`src/rtl/pipe_ctrl_pkg.sv`:
```
// -----------------------------------------------------------------------------
// pipe_ctrl_pkg
// Shared definitions for the pipeline hazard/stall sequencer:
//   - state_e   : sequencer states (RUN, LU_HOLD, MEM_WAIT)
//   - ctrl_t    : bundle of the five pipeline control outputs
//   - CTRL_*    : canned control patterns (idle, freeze, bubble, flush)
//   - REG_W     : register-number width
// -----------------------------------------------------------------------------
package pipe_ctrl_pkg;

    localparam int REG_W = 5;

    typedef enum logic [1:0] {
        RUN      = 2'd0,
        LU_HOLD  = 2'd1,
        MEM_WAIT = 2'd2
    } state_e;

    typedef struct packed {
        logic pc_write;
        logic ifid_write;   // 1 = IF/ID holds its contents
        logic ifid_flush;
        logic stall;
        logic bubble;
    } ctrl_t;

    localparam ctrl_t CTRL_IDLE   = '{pc_write: 1'b1, ifid_write: 1'b0, ifid_flush: 1'b0,
                                      stall: 1'b0, bubble: 1'b0};
    localparam ctrl_t CTRL_FREEZE = '{pc_write: 1'b0, ifid_write: 1'b1, ifid_flush: 1'b0,
                                      stall: 1'b1, bubble: 1'b0};
    localparam ctrl_t CTRL_BUBBLE = '{pc_write: 1'b0, ifid_write: 1'b1, ifid_flush: 1'b0,
                                      stall: 1'b0, bubble: 1'b1};
    localparam ctrl_t CTRL_FLUSH  = '{pc_write: 1'b1, ifid_write: 1'b0, ifid_flush: 1'b1,
                                      stall: 1'b0, bubble: 1'b0};

endpackage

```
`src/rtl/pipeline_hazard_ctrl_if.sv`:
```
// -----------------------------------------------------------------------------
// pipeline_hazard_ctrl_if
// Bundle between the hazard sequencer and the pipeline datapath.
//   hazard status : mem_stall_i, branch_taken_i, idex_memread_i, idex_rt_i,
//                   ifid_rs_i, ifid_rt_i
//   controls      : pc_write_o, ifid_write_o, ifid_flush_o, stall_o, bubble_o
//   monitoring    : stall_cnt_o, flush_cnt_o (CNT_W bits), wdt_o
// modport master : the sequencer (consumes status, drives controls)
// modport slave  : the pipeline side (drives status, consumes controls)
// -----------------------------------------------------------------------------
interface pipeline_hazard_ctrl_if
    import pipe_ctrl_pkg::*;
#(
    parameter int CNT_W = 16
);
    logic             mem_stall_i;
    logic             branch_taken_i;
    logic             idex_memread_i;
    logic [REG_W-1:0] idex_rt_i;
    logic [REG_W-1:0] ifid_rs_i;
    logic [REG_W-1:0] ifid_rt_i;
    logic             pc_write_o;
    logic             ifid_write_o;
    logic             ifid_flush_o;
    logic             stall_o;
    logic             bubble_o;
    logic [CNT_W-1:0] stall_cnt_o;
    logic [CNT_W-1:0] flush_cnt_o;
    logic             wdt_o;

    modport master (
        input  mem_stall_i, branch_taken_i, idex_memread_i, idex_rt_i, ifid_rs_i, ifid_rt_i,
        output pc_write_o, ifid_write_o, ifid_flush_o, stall_o, bubble_o,
        output stall_cnt_o, flush_cnt_o, wdt_o
    );

    modport slave (
        output mem_stall_i, branch_taken_i, idex_memread_i, idex_rt_i, ifid_rs_i, ifid_rt_i,
        input  pc_write_o, ifid_write_o, ifid_flush_o, stall_o, bubble_o,
        input  stall_cnt_o, flush_cnt_o, wdt_o
    );

endinterface

```
`src/rtl/sat_counter.sv`:
```
// -----------------------------------------------------------------------------
// sat_counter
// W-bit event counter that sticks at all-ones instead of wrapping.
//   clk_i   : clock
//   clear   : synchronous clear (takes priority over inc)
//   inc     : count this cycle
//   count_o : current count
// -----------------------------------------------------------------------------
module sat_counter #(
    parameter int W = 16
) (
    input  logic         clk_i,
    input  logic         clear,
    input  logic         inc,
    output logic [W-1:0] count_o
);
    logic [W-1:0] r_count;

    always_ff @(posedge clk_i) begin
        if (clear) begin
            r_count <= '0;
        end else if (inc && (r_count != '1)) begin
            r_count <= r_count + W'(1);
        end
    end

    assign count_o = r_count;

endmodule

```
`src/rtl/pipeline_hazard_ctrl.sv`:
```
// -----------------------------------------------------------------------------
// pipeline_hazard_ctrl
// Hazard and stall sequencer for the 5-stage pipeline. Arbitrates cache-miss
// freezes, taken-branch flushes and load-use bubbles (priority in that order),
// and keeps saturating stall/flush counters plus a sticky miss watchdog.
//   clk_i : clock, rst_i : synchronous active-high reset
//   bus   : pipeline_hazard_ctrl_if.master (status in, controls/counters out)
// Control outputs are combinational from state and inputs, so they settle
// inside the cycle for the negedge-clocked IF/ID register.
// -----------------------------------------------------------------------------
module pipeline_hazard_ctrl
    import pipe_ctrl_pkg::*;
#(
    parameter int LU_BUBBLES = 1,
    parameter int WDT_LIMIT  = 1023,
    parameter int CNT_W      = 16
) (
    input  logic                    clk_i,
    input  logic                    rst_i,
    pipeline_hazard_ctrl_if.master  bus
);
    localparam int               WDT_W     = $clog2(WDT_LIMIT + 1);
    localparam logic [WDT_W-1:0] WDT_LIM_V = WDT_W'(WDT_LIMIT);
    localparam logic [2:0]       LU_INIT   = 3'(LU_BUBBLES - 1);

    state_e           r_state;
    state_e           r_ret_state;
    logic [2:0]       r_lu_cnt;
    logic [WDT_W-1:0] r_wdt_cnt;
    logic             r_wdt;

    state_e           w_state_next;
    state_e           w_ret_next;
    state_e           w_eff_state;
    logic [2:0]       w_lu_cnt_next;
    logic [WDT_W-1:0] w_wdt_cnt_next;
    logic             w_lu_haz;
    ctrl_t            w_ctrl;

    assign w_lu_haz = bus.idex_memread_i && (bus.idex_rt_i != '0) &&
                      ((bus.idex_rt_i == bus.ifid_rs_i) || (bus.idex_rt_i == bus.ifid_rt_i));

    // Once a miss clears, MEM_WAIT behaves exactly like the state it interrupted.
    assign w_eff_state = (r_state == MEM_WAIT) ? r_ret_state : r_state;

    always_comb begin
        w_ctrl        = CTRL_IDLE;
        w_state_next  = r_state;
        w_ret_next    = r_ret_state;
        w_lu_cnt_next = r_lu_cnt;

        if (rst_i) begin
            w_state_next = RUN;
        end else if (bus.mem_stall_i) begin
            // Freeze everything; lu_cnt holds so the remaining bubbles resume later.
            w_ctrl       = CTRL_FREEZE;
            w_state_next = MEM_WAIT;
            w_ret_next   = (r_state == MEM_WAIT) ? r_ret_state : r_state;
        end else begin
            case (w_eff_state)
                LU_HOLD: begin
                    // ID is frozen here, so a branch seen now is not yet real.
                    w_ctrl        = CTRL_BUBBLE;
                    w_lu_cnt_next = r_lu_cnt - 3'd1;
                    w_state_next  = (r_lu_cnt <= 3'd1) ? RUN : LU_HOLD;
                end
                default: begin
                    w_state_next = RUN;
                    if (bus.branch_taken_i) begin
                        w_ctrl = CTRL_FLUSH;
                    end else if (w_lu_haz) begin
                        w_ctrl = CTRL_BUBBLE;
                        if (LU_BUBBLES > 1) begin
                            w_lu_cnt_next = LU_INIT;
                            w_state_next  = LU_HOLD;
                        end
                    end
                end
            endcase
        end
    end

    // Counts MEM_WAIT cycles including the one being entered, so the flag is
    // visible during the WDT_LIMIT-th consecutive MEM_WAIT cycle.
    always_comb begin
        w_wdt_cnt_next = '0;
        if (!rst_i && bus.mem_stall_i) begin
            w_wdt_cnt_next = (r_wdt_cnt == WDT_LIM_V) ? r_wdt_cnt : r_wdt_cnt + WDT_W'(1);
        end
    end

    always_ff @(posedge clk_i) begin
        if (rst_i) begin
            r_state     <= RUN;
            r_ret_state <= RUN;
            r_lu_cnt    <= '0;
            r_wdt_cnt   <= '0;
            r_wdt       <= 1'b0;
        end else begin
            r_state     <= w_state_next;
            r_ret_state <= w_ret_next;
            r_lu_cnt    <= w_lu_cnt_next;
            r_wdt_cnt   <= w_wdt_cnt_next;
            r_wdt       <= r_wdt | (w_wdt_cnt_next == WDT_LIM_V);
        end
    end

    // Counter 0: stall/bubble cycles, counter 1: flushes issued.
    logic [1:0]       w_cnt_inc;
    logic [CNT_W-1:0] w_cnt_q [2];

    assign w_cnt_inc[0] = w_ctrl.stall | w_ctrl.bubble;
    assign w_cnt_inc[1] = w_ctrl.ifid_flush;

    for (genvar gi = 0; gi < 2; gi++) begin : g_cnt
        sat_counter #(.W(CNT_W)) u_cnt (
            .clk_i   (clk_i),
            .clear   (rst_i),
            .inc     (w_cnt_inc[gi]),
            .count_o (w_cnt_q[gi])
        );
    end

    assign bus.pc_write_o   = w_ctrl.pc_write;
    assign bus.ifid_write_o = w_ctrl.ifid_write;
    assign bus.ifid_flush_o = w_ctrl.ifid_flush;
    assign bus.stall_o      = w_ctrl.stall;
    assign bus.bubble_o     = w_ctrl.bubble;
    assign bus.stall_cnt_o  = w_cnt_q[0];
    assign bus.flush_cnt_o  = w_cnt_q[1];
    assign bus.wdt_o        = r_wdt;

endmodule

```
`src/flat_wrapper.sv`:
```
// flat-port wrapper written by rule: the top's interface ports become plain ports
module pipeline_hazard_ctrl_flat import pipe_ctrl_pkg::*;
#(
    parameter int LU_BUBBLES = 1,
    parameter int WDT_LIMIT  = 1023,
    parameter int CNT_W      = 16
)
  (clk_i, rst_i, bus_mem_stall_i, bus_branch_taken_i, bus_idex_memread_i, bus_idex_rt_i, bus_ifid_rs_i, bus_ifid_rt_i, bus_pc_write_o, bus_ifid_write_o, bus_ifid_flush_o, bus_stall_o, bus_bubble_o, bus_stall_cnt_o, bus_flush_cnt_o, bus_wdt_o);
  pipeline_hazard_ctrl_if #(.CNT_W(CNT_W)) bus_i ();
  input  logic clk_i;
  input  logic rst_i;
  input wire logic [$bits(bus_i.mem_stall_i)-1:0] bus_mem_stall_i;
  input wire logic [$bits(bus_i.branch_taken_i)-1:0] bus_branch_taken_i;
  input wire logic [$bits(bus_i.idex_memread_i)-1:0] bus_idex_memread_i;
  input wire logic [$bits(bus_i.idex_rt_i)-1:0] bus_idex_rt_i;
  input wire logic [$bits(bus_i.ifid_rs_i)-1:0] bus_ifid_rs_i;
  input wire logic [$bits(bus_i.ifid_rt_i)-1:0] bus_ifid_rt_i;
  output wire logic [$bits(bus_i.pc_write_o)-1:0] bus_pc_write_o;
  output wire logic [$bits(bus_i.ifid_write_o)-1:0] bus_ifid_write_o;
  output wire logic [$bits(bus_i.ifid_flush_o)-1:0] bus_ifid_flush_o;
  output wire logic [$bits(bus_i.stall_o)-1:0] bus_stall_o;
  output wire logic [$bits(bus_i.bubble_o)-1:0] bus_bubble_o;
  output wire logic [$bits(bus_i.stall_cnt_o)-1:0] bus_stall_cnt_o;
  output wire logic [$bits(bus_i.flush_cnt_o)-1:0] bus_flush_cnt_o;
  output wire logic [$bits(bus_i.wdt_o)-1:0] bus_wdt_o;
  assign bus_i.mem_stall_i = bus_mem_stall_i;
  assign bus_i.branch_taken_i = bus_branch_taken_i;
  assign bus_i.idex_memread_i = bus_idex_memread_i;
  assign bus_i.idex_rt_i = bus_idex_rt_i;
  assign bus_i.ifid_rs_i = bus_ifid_rs_i;
  assign bus_i.ifid_rt_i = bus_ifid_rt_i;
  assign bus_pc_write_o = bus_i.pc_write_o;
  assign bus_ifid_write_o = bus_i.ifid_write_o;
  assign bus_ifid_flush_o = bus_i.ifid_flush_o;
  assign bus_stall_o = bus_i.stall_o;
  assign bus_bubble_o = bus_i.bubble_o;
  assign bus_stall_cnt_o = bus_i.stall_cnt_o;
  assign bus_flush_cnt_o = bus_i.flush_cnt_o;
  assign bus_wdt_o = bus_i.wdt_o;
  pipeline_hazard_ctrl #(.LU_BUBBLES(LU_BUBBLES), .WDT_LIMIT(WDT_LIMIT), .CNT_W(CNT_W)) u_core (.clk_i(clk_i), .rst_i(rst_i), .bus(bus_i));
endmodule
```
`config.mk`:
```
export PLATFORM = sky130hd
export DESIGN_NAME = pipeline_hazard_ctrl_flat
export DESIGN_NICKNAME = d
export VERILOG_FILES = /design/src/rtl/pipe_ctrl_pkg.sv /design/src/rtl/pipeline_hazard_ctrl_if.sv /design/src/rtl/sat_counter.sv /design/src/rtl/pipeline_hazard_ctrl.sv /design/src/flat_wrapper.sv
export SDC_FILE = /design/constraint.sdc
export NUM_CORES = 1
export LEC_CHECK = 0
export ABC_AREA = 1
export CELL_PAD_IN_SITES_DETAIL_PLACEMENT = 0
export CELL_PAD_IN_SITES_GLOBAL_PLACEMENT = 1
export CORE_UTILIZATION = 30
export CTS_BUF_LIST = sky130_fd_sc_hd__clkbuf_8
export DETAILED_ROUTE_END_ITERATION = 6
export GPL_TIMING_DRIVEN = 1
export PLACE_DENSITY = 0.73
export SKIP_CTS_REPAIR_TIMING = 1
export SYNTH_ARGS = -nofsm -noshare
export SYNTH_HDL_FRONTEND = slang
export SYNTH_SLANG_ARGS = --single-unit
export TNS_END_PERCENT = 50
```
`constraint.sdc`:
```
create_clock -name clk_i -period 4.1 [get_ports clk_i]
set_input_delay 0.41 -clock clk_i [delete_from_list [all_inputs] [get_ports clk_i]]
set_output_delay 0.41 -clock clk_i [all_outputs]
set_load 0.005 [all_outputs]
```
---- Word-level counts from Yosys, hierarchy flattened ----
Cells that the tools add are included.
word-level totals
  bits in registers ....................... 50
  input port bits ......................... 20
  output and inout port bits .............. 38
  word-level logic and storage cells ...... 46
operators by class
  $add $sub $neg .......................... 4
  magnitude comparators ................... 1
  equal/unequal tests ..................... 8
  muxes and demuxes ....................... 11
  bitwise logic cells ..................... 4
  reductions and logical operators ........ 10
operator list
  kind                                                 count
  adder 16 x 1 -> 16 bit, second input constant        2
  != test 16 bit, second input constant                2
  2-to-1 mux 5 bit                                     5
  == test 10 bit, second input constant                2
  2-to-1 mux 10 bit                                    2
  adder 10 x 1 -> 10 bit, second input constant        1
  == test 5 bit                                        2
  2-to-1 mux 2 bit                                     3
  logical AND 1 bit                                    5
  nonzero test 5 bit                                   1
  <= comparator 3 x 1 -> 1 bit, second input constant  1
  OR reduction 3 bit                                   1
  subtractor 3 x 1 -> 3 bit, second input constant     1
  == test 2 x 1 -> 1 bit, second input constant        1
  == test 2 bit, second input constant                 1
  inverter 1 bit                                       2
  OR 1 bit                                             2
  AND reduction 2 bit                                  1
  zero test 1 bit                                      1
  logical OR 1 bit                                     1
  2-to-1 mux 1 bit                                     1

---- Longest topological paths before layout ----
Gate-level depths: netlist (run 1).
  depth after elaboration ................. 10
  mapped depth ............................ 12
  mapped depth without buffers ............ 12

---- Cells and area by module ----
Synthesis (run 1) repeated with hierarchy kept, for this count alone.
unflattened totals
  cells, all modules ...................... 461
  area, all modules ....................... 2980.4 um^2
modules (own cells, without submodules)
  module                instances  cells an instance  area an instance (um^2)  sequential area each (um^2)
  sat_counter           2          149                929.6                    320.3
  pipeline_hazard_ctrl  1          163                1121.1                   360.3

---- Worst setup path before layout (run 1) ----
No wires, ideal clock.
  path kind ............................... reg2reg
  from .................................... reg u_core.g_cnt[0].u_cnt.r_count[0]
  to ...................................... reg u_core.g_cnt[0].u_cnt.r_count[15]
  setup time .............................. 0.136 ns
  arrival time ............................ 1.565 ns
  required time ........................... 3.964 ns
  slack ................................... 2.399 ns
  cell stages (with the launch flop) ...... 10
  path buffers ............................ 1
  clock period less this slack ............ 1.701 ns
  cells stage by stage .................... dfxtp_1 -> ha_1 -> nand3_2 -> nor2_4 -> nand2_2 -> nor2_4 -> nand4_4 -> clkbuf_1 -> nand4_1 -> a21oi_2
on the way
  word-level cells in the longest chain between the ends .. 2
  elaborated cells on any way between the ends .. 3
  classes of those cells .................. add/sub: 1; eq/ne: 1; reduce/logical: 1
RTL lines
  what                                                                            RTL line           text
  start, declared                                                                 sat_counter.sv:17  logic [W-1:0] r_count;
  start signal, assigned                                                          sat_counter.sv:23  r_count <= r_count + W'(1);
  parallel branches: the longest is 2 deep, another holds adder 16 x 1 -> 16 bit  n/a
Parallel ways; which one is timed is not known.
A chain may end at the register's enable or synchronous reset.

---- Worst setup path after layout (run 1) ----
  from .................................... in rst_i
  to ...................................... out bus_ifid_flush_o
on the way
  word-level cells in the longest chain between the ends .. 1
RTL lines
  what              RTL line                    text
  start, declared   flat_wrapper.sv:11          input logic rst_i;
  2-to-1 mux 5 bit  pipeline_hazard_ctrl.sv:52  if (rst_i) begin
  end, declared     flat_wrapper.sv:20          output wire logic [$bits(bus_i.ifid_flush_o)-1:0] bus_ifid_flush_o;
No other way between the ends.

==> metrics.txt, run 1 <==
# fillers=1010; Fmax=roughly 360 MHz; ys async rst share=0%; Initial Util=31.3%; FF+latch count, synth=50; Lkg Pwr=around 1.4 nW; worst skew pair latency=300 ps; clock buffer count from CTS=5; largest net degree at the start of global routing=31; Tmin final=2790 ps; Clock Skews=12.5 ps; Pwr Density=240 mW/mm^2; CTS HTree Levels=2; VDD IR max=0.000136 V; # IOs=58; FF-to-FF path depth=9; WL/cell=11.3 um; Core Util, Final=39.7%; RePlAce Congestion=0.754; Worst-path clk slew=100 ps; Detailed Routing Iterations Pass 1=4; status=complete, no violations; Setup crit end kind=primary output; vias in the first global route=approximately 2700; commonest non-fill, non-tap cell in the layout=nand2_1; Final Hold Vio Count=0; hold depth=2; Slew @ Worst Pin=391 ps; crit path launch type=input pin; most frequent cells in the layout=nand2_1, clkdlybuf4s50_1, nor2_1; Hold WS=around 480 ps; Yosys cell types=36; Final nets=517; port bufs=57; Worst Hold Class=register to register; DPL Wire Length=~5300 um; num rows=35; Via Count=2869; initial antenna violation count=0; via/cell ratio=4.61; total die area=about 0.01 mm^2; core area=approximately 0.0094 mm^2; setup TNS=0 ps; Worst Path Max Fanout=30; CTS tree=built; Synth Cell Area=0.00294 mm^2; RSZ-0062 raised after global routing=no; clk root buf=clkbuf_8; Die Width=between 100 and 150 um; CP Data Required Time=roughly 3700 ps; ant diodes=0; ys flop type=dfxtp_1; synthesized net count=approximately 460; CTS sink count=50; Post-synth EDFFs=0; Synth Area per Inst=6.69 um^2; ANT nets after route=0; max_cap viols=0; final worst-path cycle share=68.0%; chip height=around 100 um; total track usage=14.4%; Post-Route WL=7040 um; P&R area growth vs syn=26.8%; Mapped Cells=439; final setup vio count=0; Relative slew margins=73.8%; gr ovfl total=0; storage element area=0.00100 mm^2; CTS Buffer Depth=2; post-synthesis sequential area ratio=about a third; DRC=0; reg-to-reg slack, setup=approximately 2100 ps; arrival time at the worst endpoint=2380 ps; first-pass GRT wire length=between 10000 and 15000 um; layout cell share with drive strength beyond 1=7.89%; 1st-iter DRT viols=81; Multi-input gate area=between 0.0015 and 0.002 mm^2; Slew Viols, Final=0; Crit Path Class=input pin to primary output; Syn. warnings=0
==> stage by stage <==
step           area, um^2  setup slack [ps]  total power, mW  instances
6_report             3720              1310            0.892        623
5_1_grt              3720              1180            0.933        623
4_1_cts              3720              1260            0.909        623
3_5_place_dp         3620              1270            0.592        615
3_3_place_gp         3620              1270            0.592        615
2_1_floorplan        2940              2400            0.551        439
==> critical path, stage by stage <==
cell and delay (ps):
clkdlybuf4s50_1 420, buf_4 250, inv_2 100, buf_4 320, nand2_1 120, nor2_1 220, clkdlybuf4s50_1 550
==> kinds of logic after synthesis <==
kind of cell | Yosys count | synth area share [%]
AND/OR/NAND/NOR | 240 | 37.3
buffers and inverters | 67 | 9.03
flip-flops | 50 | 34.1
XOR/XNOR | 26 | 7.75
AO/OA/AOI/OAI | 52 | 10.1
adder cells (fa/ha/maj) | 4 | 1.70
==> state kept, by name (all words and copies together), names as in the netlist <==
register,flops
u_core.r_lu_cnt,3
u_core.g_cnt.u_cnt.count_o,32
u_core.r_wdt_cnt,10
u_core.r_ret_state,2
u_core.bus.wdt_o,1
u_core.r_state,2
==> final cells by class <==
class | count | area share, %
well taps | 129 | 4.33
clock inverters | 2 | 0.437
flip-flops and latches | 50 | 26.9
clock buffers | 6 | 2.22
multi-input cells | 322 | 44.9
inverters | 55 | 5.54
repair buffers | 59 | 15.7
==> final timing paths <==
path,from,end
setup / recovery,rst_i,bus_ifid_flush_o
hold / removal,u_core.bus.wdt_o,u_core.bus.wdt_o
setup reg to reg,u_core.g_cnt[0].u_cnt.count_o[0],u_core.g_cnt[0].u_cnt.count_o[15]
hold reg to reg,u_core.bus.wdt_o,u_core.bus.wdt_o
==> cells in the mapped netlist (all sizes together), types with 3 or more instances <==
library cell / number / area, um^2
a21oi: 32 / 190
and2: 3 / 18.8
buf: 7 / 40.0
clkbuf: 5 / 18.8
dfxtp: 50 / 1000
ha: 4 / 50.1
inv: 55 / 206
nand2: 113 / 429
nand3: 32 / 183
nand4: 18 / 134
nor2: 60 / 245
nor3: 8 / 45.0
o21ai: 17 / 85.1
xnor2: 15 / 131
xor2: 11 / 96.3
==> power by group <==
part	leakage, nW	total [mW]	switching, mW	internal, mW
Clock	0.0478	0.312	0.173	0.139
Combinational	0.949	0.0857	0.0464	0.0393
Sequential	0.404	0.494	0.00469	0.489
==> per-layer routing <==
metal  part of all wire (%)  vias to the layer above  routed length [um]  global-route usage, %
met1                     48                     1301                3360                   18.9
met5                      0                        -                   0                      0
met2                     48                       48                3400                   25.3
met3                    3.3                        5                 233                   2.15
li1                       -                     1515                   -                      -
met4                   0.68                        0                  48                   2.34
Power figures use the tool's default switching activity.
==> run 2, diff against run 1 <==
--- a/config.mk
+++ b/config.mk
@@ -12,7 +12,7 @@
 export CTS_BUF_LIST = sky130_fd_sc_hd__clkbuf_8
 export DETAILED_ROUTE_END_ITERATION = 6
 export GPL_TIMING_DRIVEN = 1
-export PLACE_DENSITY = 0.73
+export PLACE_DENSITY = 0.76
 export SKIP_CTS_REPAIR_TIMING = 1
 export SYNTH_ARGS = -nofsm -noshare
 export SYNTH_HDL_FRONTEND = slang
==> constraint.sdc (replaced) <==
create_clock -name clk_i -period 2.3 [get_ports clk_i]
set_input_delay 0.23 -clock clk_i [delete_from_list [all_inputs] [get_ports clk_i]]
set_output_delay 0.23 -clock clk_i [all_outputs]
set_load 0.005 [all_outputs]
==> metrics.txt, run 2 (synthesis results as in run 1) <==
layout cell share with drive strength beyond 1=8.25% (+0.35 points); Pwr Density=408 mW/mm^2 (+70%); gr ovfl total=0 (unchanged); VDD IR max=0.000201 V (+48%); cell area after layout=0.00375 mm^2 (+0.71%); Slew Viols, Final=0 (unchanged); chip height=101 um (unchanged); Slew @ Worst Pin=423 ps (+31.6 ps); Critical path origin=bus_ifid_rt_i[1]; clock buffer count from CTS=5 (unchanged); Die Width=101 um (unchanged); initial antenna violation count=0 (unchanged); Clock Skews=4.29 ps (-8.22 ps); met1 Usage GRT=19.0% (+0.20 points); Hold WS=454 ps (-21.6 ps); RePlAce Congestion=0.754 (about the same); Worst-path clk slew=90 ps (about the same); # fillers=1040 (+3.0%); P&R area growth vs syn=27.7%; Lkg Pwr=1.48 nW (+5.5%); ANT nets after route=0 (unchanged); core area=0.00937 mm^2 (unchanged); GRT Max-Usage Layer=met2; Post-Route WL=7170 um (+1.8%); Crit Path Class=input pin to primary output; Worst Setup EP=bus_ifid_write_o; setup TNS=0 ps (unchanged); Worst Path Max Fanout=2 (-93%); Tmin final=2160 ps; DPL Wire Length=5360 um (+0.25%); Final Hold Vio Count=0 (unchanged); global-route track usage on met2=26.1% (+0.79 points); final worst-path cycle share=93.7%; commonest non-fill, non-tap cell in the layout=nand2_1; # IOs=58 (unchanged); Multi-input gate area=0.00167 mm^2 (unchanged); vias in the first global route=2782 (+3.5%); Placement Setup Slack=81.6 ps (-1190 ps); final setup margin=145 ps (-1170 ps); met3 Usage GRT=2.57% (+0.42 points); reg-to-reg slack, setup=360 ps (-1740 ps); largest net degree at the start of global routing=31 (unchanged); CTS sink count=50 (unchanged); total die area=0.0102 mm^2 (unchanged); CTS tree=built; CTS HTree Levels=2 (unchanged); Final nets=521 (+0.77%); 1st-iter DRT viols=73 (-9.9%); CTS Buffer Depth=2 (unchanged); Via Count=2883 (+0.49%); Fmax=464 MHz; Relative slew margins=71.7% (-2.1 points); arrival time at the worst endpoint=1930 ps (-450 ps); dpl cell area=0.00365 mm^2 (+0.83%); total track usage=14.9% (+0.53 points); via/cell ratio=4.61 (about the same); R2R Path End=u_core.bus.wdt_o; worst skew pair latency=290 ps (about the same); port bufs=57 (unchanged); FF-to-FF path depth=10 (+1); max_cap viols=0 (unchanged); Setup crit end kind=primary output; num rows=35 (unchanged); most frequent cells in the layout=nand2_1, nor2_1, clkdlybuf4s50_1; launching point of the worst reg2reg path=u_core.r_wdt_cnt[1]; Core Util, Final=40.0% (+0.28 points); number of flip-flops in the largest register=32 (unchanged); RSZ-0062 raised after global routing=no; CP Data Required Time=2070 ps (-1620 ps); Worst Hold Class=register to register; WL/cell=11.4 um (+1.3%); ant diodes=0 (unchanged); crit path launch type=input pin; Detailed Routing Iterations Pass 1=4 (unchanged); DRC=0 (unchanged); final setup vio count=0 (unchanged); status=complete, no violations; first-pass GRT wire length=12400 um (+2.5%); storage element area=0.00100 mm^2 (unchanged); clk root buf=clkbuf_8; Initial Util=31.3% (unchanged)
[run 2: area by class of cell]
type / count / area share [%]
Multi-Input combinational cell: 322 / 44.5
Timing Repair Buffer: 63 / 16.8
Sequential cell: 50 / 26.7
Clock inverter: 2 / 0.300
Tap cell: 129 / 4.30
Clock buffer: 5 / 1.84
Inverter: 55 / 5.51
[run 2: layer usage]
| layer | up-vias | wire [um] |
|---|---|---|
| met3 | 7 | 167 |
| met5 | - | 0 |
| met4 | 0 | 57 |
| li1 | 1519 | - |
| met2 | 45 | 3440 |
| met1 | 1312 | 3500 |
[run 2: metrics by stage]
step	power, mW	std cells
2_1_floorplan	0.983	439
3_3_place_gp	1.06	619
5_1_grt	1.62	626
4_1_cts	1.56	626
6_report	1.53	626
3_5_place_dp	1.06	619
[run 2: report_power, final]
group / internal, mW / total [mW] / switching, mW
logic: 0.0723 / 0.158 / 0.0857
registers: 0.872 / 0.881 / 0.00895
clock network: 0.205 / 0.491 / 0.286
total: 1.15 / 1.53 / 0.380
[run 2: worst min-delay path by stage]
stage,slack [ps],cells past startpoint,to,start
6_report,450,2,u_core.bus.wdt_o,u_core.bus.wdt_o
5_1_grt,470,2,u_core.bus.wdt_o,u_core.bus.wdt_o
4_1_cts,460,2,u_core.bus.wdt_o,u_core.bus.wdt_o
3_5_place_dp,450,2,u_core.bus.wdt_o,u_core.bus.wdt_o
3_3_place_gp,440,2,u_core.bus.wdt_o,u_core.bus.wdt_o
2_1_floorplan,380,2,u_core.r_state[1],bus_mem_stall_i
[run 2: worst max-delay path, cell delays in order]
cell and delay, ps:
clkdlybuf4s50_1 490, inv_1 40, nand2_1 50, nand2_1 40, nor2_1 130, nand3_1 90
nand2_1 70, nand2_1 70, nand2_1 60, nand2_1 70, nand2_1 80, clkdlybuf4s50_1 500
